## src/rtl/div_defs.sv

```systemverilog
// Shared definitions for the sequential restoring divider: FSM encoding and widths.
package div_defs;

  localparam int unsigned DIV_WIDTH = 32;
  localparam int unsigned DIV_CNT_W = $clog2(DIV_WIDTH);

  typedef enum logic [1:0] {
    IDLE = 2'd0,
    RUN  = 2'd1,
    FIX  = 2'd2,
    DONE = 2'd3
  } div_state_e;

endpackage

```

## src/rtl/div_sub_stage.sv

```systemverilog
// One restoring-division step: (WIDTH+1)-bit partial remainder minus divisor, with borrow detect.
module div_sub_stage #(
  parameter int unsigned WIDTH = 32
) (
  input  logic [WIDTH:0]   rem_i,
  input  logic [WIDTH-1:0] divisor_i,
  output logic [WIDTH-1:0] diff_o,
  output logic             no_borrow_o
);

  logic [WIDTH+1:0] trial;
  logic             unused_trial_msb;

  // One extra bit above the operands captures the borrow out.
  assign trial            = {1'b0, rem_i} - {2'b00, divisor_i};
  assign no_borrow_o      = ~trial[WIDTH+1];
  // When there is no borrow the difference is below the divisor, so it fits WIDTH bits.
  assign diff_o           = trial[WIDTH-1:0];
  assign unused_trial_msb = trial[WIDTH];

endmodule

```

## src/rtl/div32_seq.sv

```systemverilog
// Iterative restoring divider, one quotient bit per cycle, for DIV/DIVU/REM/REMU.
// Signed operation is compiled in only when DIV32_SIGNED_EN is defined.
module div32_seq
  import div_defs::*;
#(
  parameter int unsigned WIDTH = DIV_WIDTH
) (
  input  logic             clk,
  input  logic             rst,
  input  logic             start,
  input  logic             is_signed,
  input  logic [WIDTH-1:0] dividend,
  input  logic [WIDTH-1:0] divisor,
  output logic             busy,
  output logic             done,
  output logic [WIDTH-1:0] quotient,
  output logic [WIDTH-1:0] remainder,
  output logic             div_by_zero
);

  localparam int unsigned CNT_W = $clog2(WIDTH);

  div_state_e       state_q, state_d;
  logic [CNT_W-1:0] cnt_q, cnt_d;
  logic [WIDTH-1:0] rem_q, rem_d;
  logic [WIDTH-1:0] dq_q, dq_d;
  logic [WIDTH-1:0] dvsr_q, dvsr_d;
  logic [WIDTH-1:0] quot_q, quot_d;
  logic [WIDTH-1:0] remo_q, remo_d;
  logic             dbz_q, dbz_d;
  logic             busy_q, busy_d;
  logic             done_q, done_d;

  logic [WIDTH-1:0] dd_mag, dv_mag;
  logic [WIDTH-1:0] q_fix, r_fix;
  logic [WIDTH:0]   rem_sh;
  logic [WIDTH-1:0] sub_diff;
  logic             sub_no_borrow;
  logic             accept;

  assign accept = (state_q == IDLE) && start;
  assign rem_sh = {rem_q, dq_q[WIDTH-1]};

  div_sub_stage #(.WIDTH(WIDTH)) u_sub (
    .rem_i       (rem_sh),
    .divisor_i   (dvsr_q),
    .diff_o      (sub_diff),
    .no_borrow_o (sub_no_borrow)
  );

`ifdef DIV32_SIGNED_EN
  logic neg_q_q, neg_q_d;
  logic neg_r_q, neg_r_d;
  logic dd_neg, dv_neg;

  assign dd_neg  = is_signed & dividend[WIDTH-1];
  assign dv_neg  = is_signed & divisor[WIDTH-1];
  assign dd_mag  = dd_neg ? (~dividend + WIDTH'(1)) : dividend;
  assign dv_mag  = dv_neg ? (~divisor + WIDTH'(1)) : divisor;
  assign neg_q_d = accept ? (dd_neg ^ dv_neg) : neg_q_q;
  assign neg_r_d = accept ? dd_neg : neg_r_q;
  assign q_fix   = neg_q_q ? (~dq_q + WIDTH'(1)) : dq_q;
  assign r_fix   = neg_r_q ? (~rem_q + WIDTH'(1)) : rem_q;

  always_ff @(posedge clk) begin
    if (rst) begin
      neg_q_q <= 1'b0;
      neg_r_q <= 1'b0;
    end else begin
      neg_q_q <= neg_q_d;
      neg_r_q <= neg_r_d;
    end
  end
`else
  logic unused_is_signed;

  assign unused_is_signed = is_signed;
  assign dd_mag           = dividend;
  assign dv_mag           = divisor;
  assign q_fix            = dq_q;
  assign r_fix            = rem_q;
`endif

  // Next-state and datapath update.
  always_comb begin
    state_d = state_q;
    cnt_d   = cnt_q;
    rem_d   = rem_q;
    dq_d    = dq_q;
    dvsr_d  = dvsr_q;
    quot_d  = quot_q;
    remo_d  = remo_q;
    dbz_d   = dbz_q;

    unique case (state_q)
      IDLE: begin
        if (start) begin
          cnt_d  = CNT_W'(WIDTH - 1);
          rem_d  = '0;
          dvsr_d = dv_mag;
          dbz_d  = (divisor == '0);
          // On divide-by-zero the raw dividend is kept so FIX can return it untouched.
          dq_d    = (divisor == '0) ? dividend : dd_mag;
          state_d = (divisor == '0) ? FIX : RUN;
        end
      end
      RUN: begin
        dq_d  = {dq_q[WIDTH-2:0], sub_no_borrow};
        rem_d = sub_no_borrow ? sub_diff : rem_sh[WIDTH-1:0];
        if (cnt_q == '0) begin
          state_d = FIX;
        end else begin
          cnt_d = cnt_q - CNT_W'(1);
        end
      end
      FIX: begin
        if (dbz_q) begin
          quot_d = '1;
          remo_d = dq_q;
        end else begin
          quot_d = q_fix;
          remo_d = r_fix;
        end
        state_d = DONE;
      end
      DONE: begin
        state_d = IDLE;
      end
      default: begin
        state_d = IDLE;
      end
    endcase

    busy_d = (state_d == RUN) || (state_d == FIX);
    done_d = (state_d == DONE);
  end

  always_ff @(posedge clk) begin
    if (rst) begin
      state_q <= IDLE;
      cnt_q   <= '0;
      rem_q   <= '0;
      dq_q    <= '0;
      dvsr_q  <= '0;
      quot_q  <= '0;
      remo_q  <= '0;
      dbz_q   <= 1'b0;
      busy_q  <= 1'b0;
      done_q  <= 1'b0;
    end else begin
      state_q <= state_d;
      cnt_q   <= cnt_d;
      rem_q   <= rem_d;
      dq_q    <= dq_d;
      dvsr_q  <= dvsr_d;
      quot_q  <= quot_d;
      remo_q  <= remo_d;
      dbz_q   <= dbz_d;
      busy_q  <= busy_d;
      done_q  <= done_d;
    end
  end

  assign busy        = busy_q;
  assign done        = done_q;
  assign quotient    = quot_q;
  assign remainder   = remo_q;
  assign div_by_zero = dbz_q;

endmodule
```

## config.mk

```make
export PLATFORM = sky130hd
export DESIGN_NAME = div32_seq
export DESIGN_NICKNAME = d
export VERILOG_FILES = /design/src/rtl/div_defs.sv /design/src/rtl/div_sub_stage.sv /design/src/rtl/div32_seq.sv
export SDC_FILE = /design/constraint.sdc
export NUM_CORES = 1
export LEC_CHECK = 0
export BUFFER_PORTS_ARGS = -buffer_cell sky130_fd_sc_hd__buf_2
export CAP_MARGIN = 20
export CORE_MARGIN = 2
export CORE_UTILIZATION = 52
export CTS_CLUSTER_SIZE = 14
export DETAILED_ROUTE_END_ITERATION = 10
export PLACE_DENSITY = 0.77
export SETUP_SLACK_MARGIN = 0.5
export SYNTH_ARGS = -nofsm -noshare
export SYNTH_HDL_FRONTEND = slang
export SYNTH_SLANG_ARGS = --single-unit
```

## constraint.sdc

```tcl
create_clock -name clk -period 2.3 [get_ports clk]
set_input_delay 0.46 -clock clk [delete_from_list [all_inputs] [get_ports clk]]
set_output_delay 0.46 -clock clk [all_outputs]
set_load 0.01 [all_outputs]
```

==> metrics.log, run 1 <==
[metrics] clock edge transition at the registers on the reported setup and hold paths: 0.07 ns
[metrics] drt wl/cell: 18.0 µm
[metrics] leakage component of the power: 5.12 nW
[metrics] Data required, critical path: 2.63 ns
[metrics] transition time at the pin with the least slew margin: 0.705 ns
[metrics] maximum frequency from static timing analysis: 0.366 GHz
[metrics] biggest area contributors in the synthesized netlist: dfxtp_1 39%, nor2_1 8.7%, a21oi_1 5.6%
[metrics] number of placement rows: 47
[metrics] area of all placed cells without fillers: 0.0120 mm²
[metrics] pre-CTS WS: -0.444 ns
[metrics] clock tree root buffer cell: clkbuf_16
[metrics] count of clock tree sinks: 170
[metrics] library cell with the highest instance count after synthesis: nor2_1
[metrics] post-synthesis cell type with the largest combined area: dfxtp_1
[metrics] post-synth cell types: 64
[metrics] critical-path maximum fanout: 3
[metrics] placed instance area: 0.0106 mm²
[metrics] core area: 0.0165 mm²
[metrics] vias in the first global route: 8,526
[metrics] first-pass detailed-route iteration total: 5
[metrics] maximum level of the CTS H-tree: 4
[metrics] drt initial violations: 837
[metrics] I/O pin count: 135
[metrics] share of the cycle needed by the critical path after routing: 119%
[metrics] relative max-transition margin: 53.0%
[metrics] worst path arrival time: 3.06 ns
[metrics] kind of cell with the highest combined delay on the critical path: compound AO/OA/AOI/OAI gates
[metrics] worst path cell trace: inv_2 -> ha_4 -> nor2b_4 -> o2111ai_4 -> a21oi_2 -> o211ai_1 -> buf_4 -> a2111oi_4 -> nor2_1 -> a311oi_2 -> mux2i_1 -> nand2_1
[metrics] antenna violations before repair: 0
[metrics] sequential standard cell area: 0.00342 mm²
[metrics] XOR/XNOR share of the synthesized area: 2.69%
[metrics] critical path's slowest cell: a2111oi_4
[metrics] largest stage delay on the critical path: 0.42 ns
[metrics] maximum number of pins on one net before global-route repair: 70
[metrics] number of buffers inserted during clock tree synthesis: 17
[metrics] number of vias after detailed routing: 9,169
[metrics] post-synthesis cell count: 1,116
[metrics] DP Wirelength: 17.5 mm
[metrics] worst path bufs/invs: 2
[metrics] max-slew violation count: 0
[metrics] fraction of the mapped netlist area in simple logic gates: 24.1%
[metrics] number of nets produced by synthesis: 1,218
[metrics] Total Wirelength: 28.6 mm
[metrics] clock tree from TritonCTS: done
[metrics] number of enable flip-flop cells after synthesis: 0
[metrics] Hold-fix buffers, CTS: 0
[metrics] Total Power Consumption: 22.5 mW
[metrics] clock network latency to the later pin of the worst-skew pair: 0.44 ns
[metrics] synthesis-stage register bit count: 170
[metrics] residual antenna-violating net count after detailed routing: 0
[metrics] final-layout worst hold slack: 0.257 ns
[metrics] min setup slack post-route: -0.432 ns
[metrics] Hold Fails Final Rpt: 0
[metrics] top_reg_cell synth: dfxtp_1
[metrics] Seq/Total Area, Yosys: 38.8%
[metrics] unrepaired setup endpoints after global routing: true
[metrics] share of synthesized cell area in full adder, half adder and majority cells: 4.93%
[metrics] area of the mapped netlist: 0.00878 mm²
[metrics] category of the worst setup path launch point: register
[metrics] Hold Crit Class: in2reg
[metrics] final net count: 1,459
[metrics] global-route total usage across every layer: 29.2%
[metrics] share of flip-flops with an asynchronous set or reset after synthesis: 0%
[metrics] failing checks: negative setup slack
[metrics] Clock Skews: 0.00924 ns
[metrics] crit path capture type: register
[metrics] compound-cell area share of the yosys netlist: 19.0%
[metrics] routability congestion estimate: 0.910
[metrics] final antenna diode count: 0
[metrics] max-cap viol count: 0
[metrics] fraction of post-synthesis cell area in the top cell type by area: 38.8%
[metrics] warnings from Yosys: 0
[metrics] effective utilization at floorplan: 53.1%
[metrics] Filler cells: 1,172
[metrics] total setup violations reported at the end of the flow: 33
[metrics] wire length of the first global-routing pass: 42.0 mm
[metrics] grt ovf: 0
[metrics] total negative slack for setup checks: -7.17 ns
[metrics] routed vias/inst: 5.77
[metrics] power density relative to cell area: 1870 mW/mm²
[metrics] share of cell area taken by muxes after synthesis: 5.56%
[metrics] share of post-route cells with drive strength above 1: 32.9%
[metrics] count of input and output buffers: 133
[metrics] final routed DRC violation total: 0
[metrics] Post-Syn Area per Cell: 7.87 µm²
[metrics] status: complete, but fails checks
[metrics] final period demand of the worst path: 2.73 ns
[metrics] die width: 134 µm
[metrics] deepest clock path buffer count: 2
[metrics] footprint of the multi-input gates: 0.00558 mm²
[metrics] peak supply drop: 0.00126 V
[metrics] layout overhead on the synthesized area: 36.5%
[metrics] category of the most critical setup path: reg2reg
[metrics] most frequent cells after synthesis: 203 x nor2_1, 170 x dfxtp_1, 99 x a21oi_1
[metrics] DIE HEIGHT: 134 µm
[metrics] Total Die Area: 0.0179 mm²
[metrics] largest family of logic cells by synthesized area: simple AND/OR/NAND/NOR gates
==> path summary, 6_finish.rpt <==
path                             startpoint    endpoint  slack, ns  cells past startpoint
worst min register to register   dvsr_q[17]  dvsr_q[17]       0.45                      2
worst max-delay path              dvsr_q[1]   r_fix[31]      -0.43                     12
worst max register to register    dvsr_q[1]   r_fix[31]      -0.43                     12
worst min-delay path            divisor[17]  dvsr_q[17]       0.26                      3
==> state kept, by name (all words and copies together), names as in the netlist, 2 cells and up <==
name       cells
dvsr_q        32
r_fix         32
state_q        2
dq_q          32
cnt_q          5
quotient      32
remainder     32
==> cell families after synthesis <==
| group | after synthesis |
|---|---|
| DFF | 170 |
| xor gates and xnor gates | 27 |
| buffers and inverters | 112 |
| AOI/OAI and AO/OA | 253 |
| muxes | 44 |
| and+or+nand+nor | 476 |
| adders and majority gates | 34 |
==> where the power goes <==
group | switching (mW) | total, mW | internal [mW] | leakage [nW]
combinational | 7.83 | 15.8 | 7.95 | 3.44
sequential | 0.424 | 3.80 | 3.38 | 1.39
clock | 1.26 | 2.89 | 1.63 | 0.292
==> per-stage QoR <==
stage                     cells  utilization (%)
after floorplan            1116                -
after global placement     1529             64.2
after detailed placement   1529             64.2
after CTS                  1583             70.9
after global routing       1590             72.5
final                      1590             72.5
==> tightest hold or removal path, stage by stage <==
cell,delay (ns)
buf_2,0.10
nand2_1,0.05
a21oi_1,0.05
==> layout by cell type, fill, tap and decap left out, drive strengths merged, types with 2 or more instances in the layout <==
cell    netlist  final
nor3        100    100
and2          3      3
a311oi        2      2
nand4         4      4
a22o          7      7
a21o         20     20
a211oi       39     39
clkbuf       61     22
dfxtp       170    170
buf          13    293
nand2b        3      3
mux2         11     11
o21ai        28     28
nor4         10     10
a21oi       102    102
nand3         7      7
o21bai        2      2
a31oi         9      9
o211ai        3      3
mux2i        33     33
a211o         2      2
inv          38     43
or3           3      3
ha           33     33
o21a          7     10
nor2        203    203
and3          4      4
a22oi        10     10
a221oi        2      2
a32oi        10     10
xor2         11     11
clkinv        0      4
xnor2        16     16
or2           4      4
nor2b        36     36
nand2        97     97
==> timing repair <==
action / 4_1_cts / 5_1_grt
setup endpoints to repair: 33 / 41
gates cloned: 3 / 0
gates resized for setup: 76 / 41
setup buffers: 19 / 7
endpoints found under the hold margin: 0 / 0
pin swaps: 66 / 41
==> final cells by class <==
type / count / share of cell area, %
clock buffer: 22 / 4.04
clock inverter: 10 / 0.877
inverter: 38 / 1.19
multi-input combinational: 837 / 46.6
sequential: 170 / 28.5
tap: 220 / 2.30
timing repair buffer: 293 / 16.5
==> routing by layer <==
metal  vias up  wire (µm)  share of wire (%)  track usage [%]
met2       435      13400                 47             47.3
met1      4245      12100                 42             38.4
met5         -          0                  0                0
met4         0       1130                3.9             12.5
met3       108       2000                7.0             5.03
li1       4381          -                  -                -
No activity file was read; power rests on OpenSTA's default activity.
==> run 2: changes to the inputs <==
CORE_MARGIN = 4   (was 2)
PLACE_DENSITY = 0.76   (was 0.77)
SYNTH_HIERARCHICAL = 1   (was default)
==> metrics.log, run 2 <==
[metrics] clock tree root buffer cell: clkbuf_16 (unchanged)
[metrics] transition time at the pin with the least slew margin: 0.654 ns (was 0.705 ns)
[metrics] power density relative to cell area: 1410 mW/mm² (was 1870 mW/mm²)
[metrics] post-synth cell types: 67 (was 64)
[metrics] worst path arrival time: 3.35 ns (was 3.06 ns)
[metrics] residual antenna-violating net count after detailed routing: 0 (unchanged)
[metrics] DIE HEIGHT: 142 µm (was 134 µm)
[metrics] Total Die Area: 0.0201 mm² (was 0.0179 mm²)
[metrics] footprint of the multi-input gates: 0.00565 mm² (was 0.00558 mm²)
[metrics] most used cell along the critical path: nor2_1
[metrics] top_reg_cell synth: dfxtp_1 (unchanged)
[metrics] Hold Fails Final Rpt: 0 (unchanged)
[metrics] grt met3 use: 5.49% (was 5.03%)
[metrics] Hold-fix buffers, CTS: 0 (unchanged)
[metrics] clock tree from TritonCTS: done (unchanged)
[metrics] effective utilization at floorplan: 53.5% (was 53.1%)
[metrics] I/O pin count: 135 (unchanged)
[metrics] number of vias after detailed routing: 9,681 (was 9,169)
[metrics] fraction of post-synthesis cell area in the top cell type by area: 36.5% (was 38.8%)
[metrics] category of the worst setup path launch point: register (unchanged)
[metrics] deepest clock path buffer count: 2 (unchanged)
[metrics] maximum level of the CTS H-tree: 4 (unchanged)
[metrics] category of the most critical setup path: reg2reg (unchanged)
[metrics] core area: 0.0174 mm² (was 0.0165 mm²)
[metrics] max-cap viol count: 0 (unchanged)
[metrics] worst path bufs/invs: 2 (unchanged)
[metrics] leakage component of the power: 5.23 nW (was 5.12 nW)
[metrics] Total Power Consumption: 17.3 mW (was 22.5 mW)
[metrics] total setup violations reported at the end of the flow: 33 (unchanged)
[metrics] area of the mapped netlist: 0.00933 mm² (was 0.00878 mm²)
[metrics] failing checks: negative setup slack (unchanged)
[metrics] global-route total usage across every layer: 27.3% (was 29.2%)
[metrics] biggest area contributors in the synthesized netlist: dfxtp_1 36%, nor2_1 10%, a21oi_1 7.2% (was dfxtp_1 39%, nor2_1 8.7%, a21oi_1 5.6%)
[metrics] Total Wirelength: 28.5 mm (was 28.6 mm)
[metrics] Inst Count DP: 1,650 (was 1,529)
[metrics] placed instance area: 0.0111 mm² (was 0.0106 mm²)
[metrics] top library cells by usage in the layout, fill and taps aside: 252 x nor2_1, 154 x dfxtp_1, 147 x buf_4 (was 200 x nor2_1, 157 x dfxtp_1, 138 x buf_4)
[metrics] share of flip-flops with an asynchronous set or reset after synthesis: 0% (unchanged)
[metrics] Clock Skews: 0.0110 ns (was 0.00924 ns)
[metrics] antenna violations before repair: 1 (was 0)
[metrics] library cell with the highest instance count after synthesis: nor2_1 (unchanged)
[metrics] share of the cycle needed by the critical path after routing: 129% (was 119%)
[metrics] warnings from Yosys: 6 (was 0)
[metrics] critical-path maximum fanout: 5 (was 3)
[metrics] die width: 142 µm (was 134 µm)
[metrics] count of input and output buffers: 133 (unchanged)
[metrics] M1 GR Usage: 37.1% (was 38.4%)
[metrics] status: complete, but fails checks (unchanged)
[metrics] most common cell after layout, fill and taps aside: nor2_1 (unchanged)
[metrics] maximum number of pins on one net before global-route repair: 69 (was 70)
[metrics] routability congestion estimate: 0.915 (was 0.910)
[metrics] min setup slack post-route: -0.674 ns (was -0.432 ns)
[metrics] Data required, critical path: 2.67 ns (was 2.63 ns)
[metrics] final routed DRC violation total: 0 (unchanged)
[metrics] final net count: 1,556 (was 1,459)
[metrics] area of all placed cells without fillers: 0.0122 mm² (was 0.0120 mm²)
[metrics] number of enable flip-flop cells after synthesis: 0 (unchanged)
[metrics] pre-CTS WS: -0.647 ns (was -0.444 ns)
[metrics] vias in the first global route: 8,894 (was 8,526)
[metrics] worst path cell trace: ha_4 -> a21oi_2 -> o21ai_2 -> nor2_4 -> nand2_2 -> o2111a_1 -> or4_4 -> buf_8 -> buf_16 -> mux2i_4 -> nor2_1 -> a21oi_1 -> nor2_1 (was inv_2 -> ha_4 -> nor2b_4 -> o2111ai_4 -> a21oi_2 -> o211ai_1 -> buf_4 -> a2111oi_4 -> nor2_1 -> a311oi_2 -> mux2i_1 -> nand2_1)
[metrics] number of buffers inserted during clock tree synthesis: 17 (unchanged)
[metrics] post-synthesis cell type with the largest combined area: dfxtp_1 (unchanged)
[metrics] relative max-transition margin: 56.0% (was 53.0%)
[metrics] drt wl/cell: 16.9 µm (was 18.0 µm)
[metrics] share of post-route cells with drive strength above 1: 28.2% (was 32.9%)
[metrics] grt ovf: 0 (unchanged)
[metrics] number of placement rows: 48 (was 47)
[metrics] met2 Use GR: 43.4% (was 47.3%)
[metrics] DP Wirelength: 19.6 mm (was 17.5 mm)
[metrics] Hold Crit Class: in2reg (unchanged)
[metrics] crit path capture type: register (unchanged)
[metrics] final period demand of the worst path: 2.97 ns (was 2.73 ns)
[metrics] largest stage delay on the critical path: 0.55 ns (was 0.42 ns)
[metrics] post-synthesis cell count: 1,229 (was 1,116)
[metrics] critical path's slowest cell: or4_4 (was a2111oi_4)
[metrics] total negative slack for setup checks: -19.76 ns (was -7.17 ns)
[metrics] Filler cells: 1,397 (was 1,172)
[metrics] number of nets produced by synthesis: 1,331 (was 1,218)
[metrics] Seq/Total Area, Yosys: 36.5% (was 38.8%)
[metrics] Post-Syn Area per Cell: 7.59 µm² (was 7.87 µm²)
[metrics] routed vias/inst: 5.72 (was 5.77)
[metrics] synthesis-stage register bit count: 170 (unchanged)
[metrics] final cell count without fillers: 1,693 (was 1,590)
[metrics] layout overhead on the synthesized area: 31.2% (was 36.5%)
[metrics] maximum frequency from static timing analysis: 0.336 GHz (was 0.366 GHz)
[metrics] wire length of the first global-routing pass: 44.8 mm (was 42.0 mm)
[metrics] count of clock tree sinks: 170 (unchanged)
[metrics] sequential standard cell area: 0.00343 mm² (was 0.00342 mm²)
[metrics] clock edge transition at the registers on the reported setup and hold paths: 0.07 ns (about the same)
[metrics] drt initial violations: 777 (was 837)
[metrics] most frequent cells after synthesis: 253 x nor2_1, 170 x dfxtp_1, 134 x a21oi_1 (was 203 x nor2_1, 170 x dfxtp_1, 99 x a21oi_1)
[metrics] peak supply drop: 0.000868 V (was 0.00126 V)
[metrics] max-slew violation count: 0 (unchanged)
[metrics] unrepaired setup endpoints after global routing: true (unchanged)
[metrics] kind of cell with the highest combined delay on the critical path: simple AND/OR/NAND/NOR gates (was compound AO/OA/AOI/OAI gates)
[metrics] gr busiest metal: met2 (unchanged)
[metrics] first-pass detailed-route iteration total: 5 (unchanged)
[metrics] clock network latency to the later pin of the worst-skew pair: 0.44 ns (about the same)
==> run 2: changes by cell type in the layout (fill, tap and decap cells not counted), sizes merged, moves of 10 or more <==
cell   change
a21oi     +35
a22oi     -10
nor2      +52
mux2      -11
mux2i     +32
==> run 2: area by class of cell <==
type	instances	area share, %
Inverter	42	1.29
Clock buffer	17	3.48
Multi-Input combinational cell	927	46.2
Timing Repair Buffer	296	17.3
Clock inverter	15	1.44
Tap cell	225	2.30
Sequential cell	170	28.0
Antenna cell	1	0.0205
==> run 2: cells by family after synthesis <==
kind of cell | Yosys count | share of synthesized area (%)
xor+xnor | 26 | 2.44
flops | 170 | 36.5
compound gates | 251 | 16.8
mux | 65 | 6.98
buf+inv | 132 | 6.32
simple gates | 551 | 26.3
fa+ha+maj | 34 | 4.64
==> run 2: final timing paths <==
path | end | cells after the start | slack, ns | startpoint
worst max register to register | r_fix[18] | 13 | -0.67 | r_fix[19]
worst min-delay path | dvsr_q[7] | 3 | 0.26 | divisor[7]
worst min register to register | dvsr_q[23] | 2 | 0.46 | dvsr_q[23]
worst max-delay path | r_fix[18] | 13 | -0.67 | r_fix[19]
==> run 2: worst register-to-register path, cell delays in order (launching register included) <==
cell,delay [ns]
dfxtp_1,0.48
ha_4,0.27
a21oi_2,0.16
o21ai_2,0.12
nor2_4,0.14
nand2_2,0.07
o2111a_1,0.27
or4_4,0.56
buf_8,0.18
buf_16,0.15
mux2i_4,0.19
nor2_1,0.17
a21oi_1,0.06
nor2_1,0.11
==> run 2: power breakdown <==
group          leakage (nW)  switching [mW]  total (mW)  internal [mW]
Sequential             1.39           0.357        3.67           3.31
Combinational          3.54            5.17        10.7           5.54
Clock                 0.298            1.36        2.92           1.56
==> run 2: through the flow <==
step / hold WS (ns) / utilization [%]
2_1_floorplan: 0.435 / -
3_3_place_gp: 0.442 / 63.7
3_5_place_dp: 0.446 / 63.7
4_1_cts: 0.261 / 69.4
5_1_grt: 0.267 / 70.2
6_report: 0.264 / 70.2
==> run 2: layer usage <==
layer | routed length [µm] | part of all wire, % | vias to the layer above
li1 | - | - | 4674
met1 | 12500 | 44 | 4504
met2 | 12900 | 45 | 441
met3 | 2240 | 7.8 | 62
met4 | 872 | 3.1 | 0
met5 | 0 | 0 | -
==> run 2: repair_timing <==
item	in CTS	in global routing
cloned	4	0
gates resized for setup	52	31
endpoints found under the setup margin	34	48
pin swaps	14	25
setup buffers	5	1
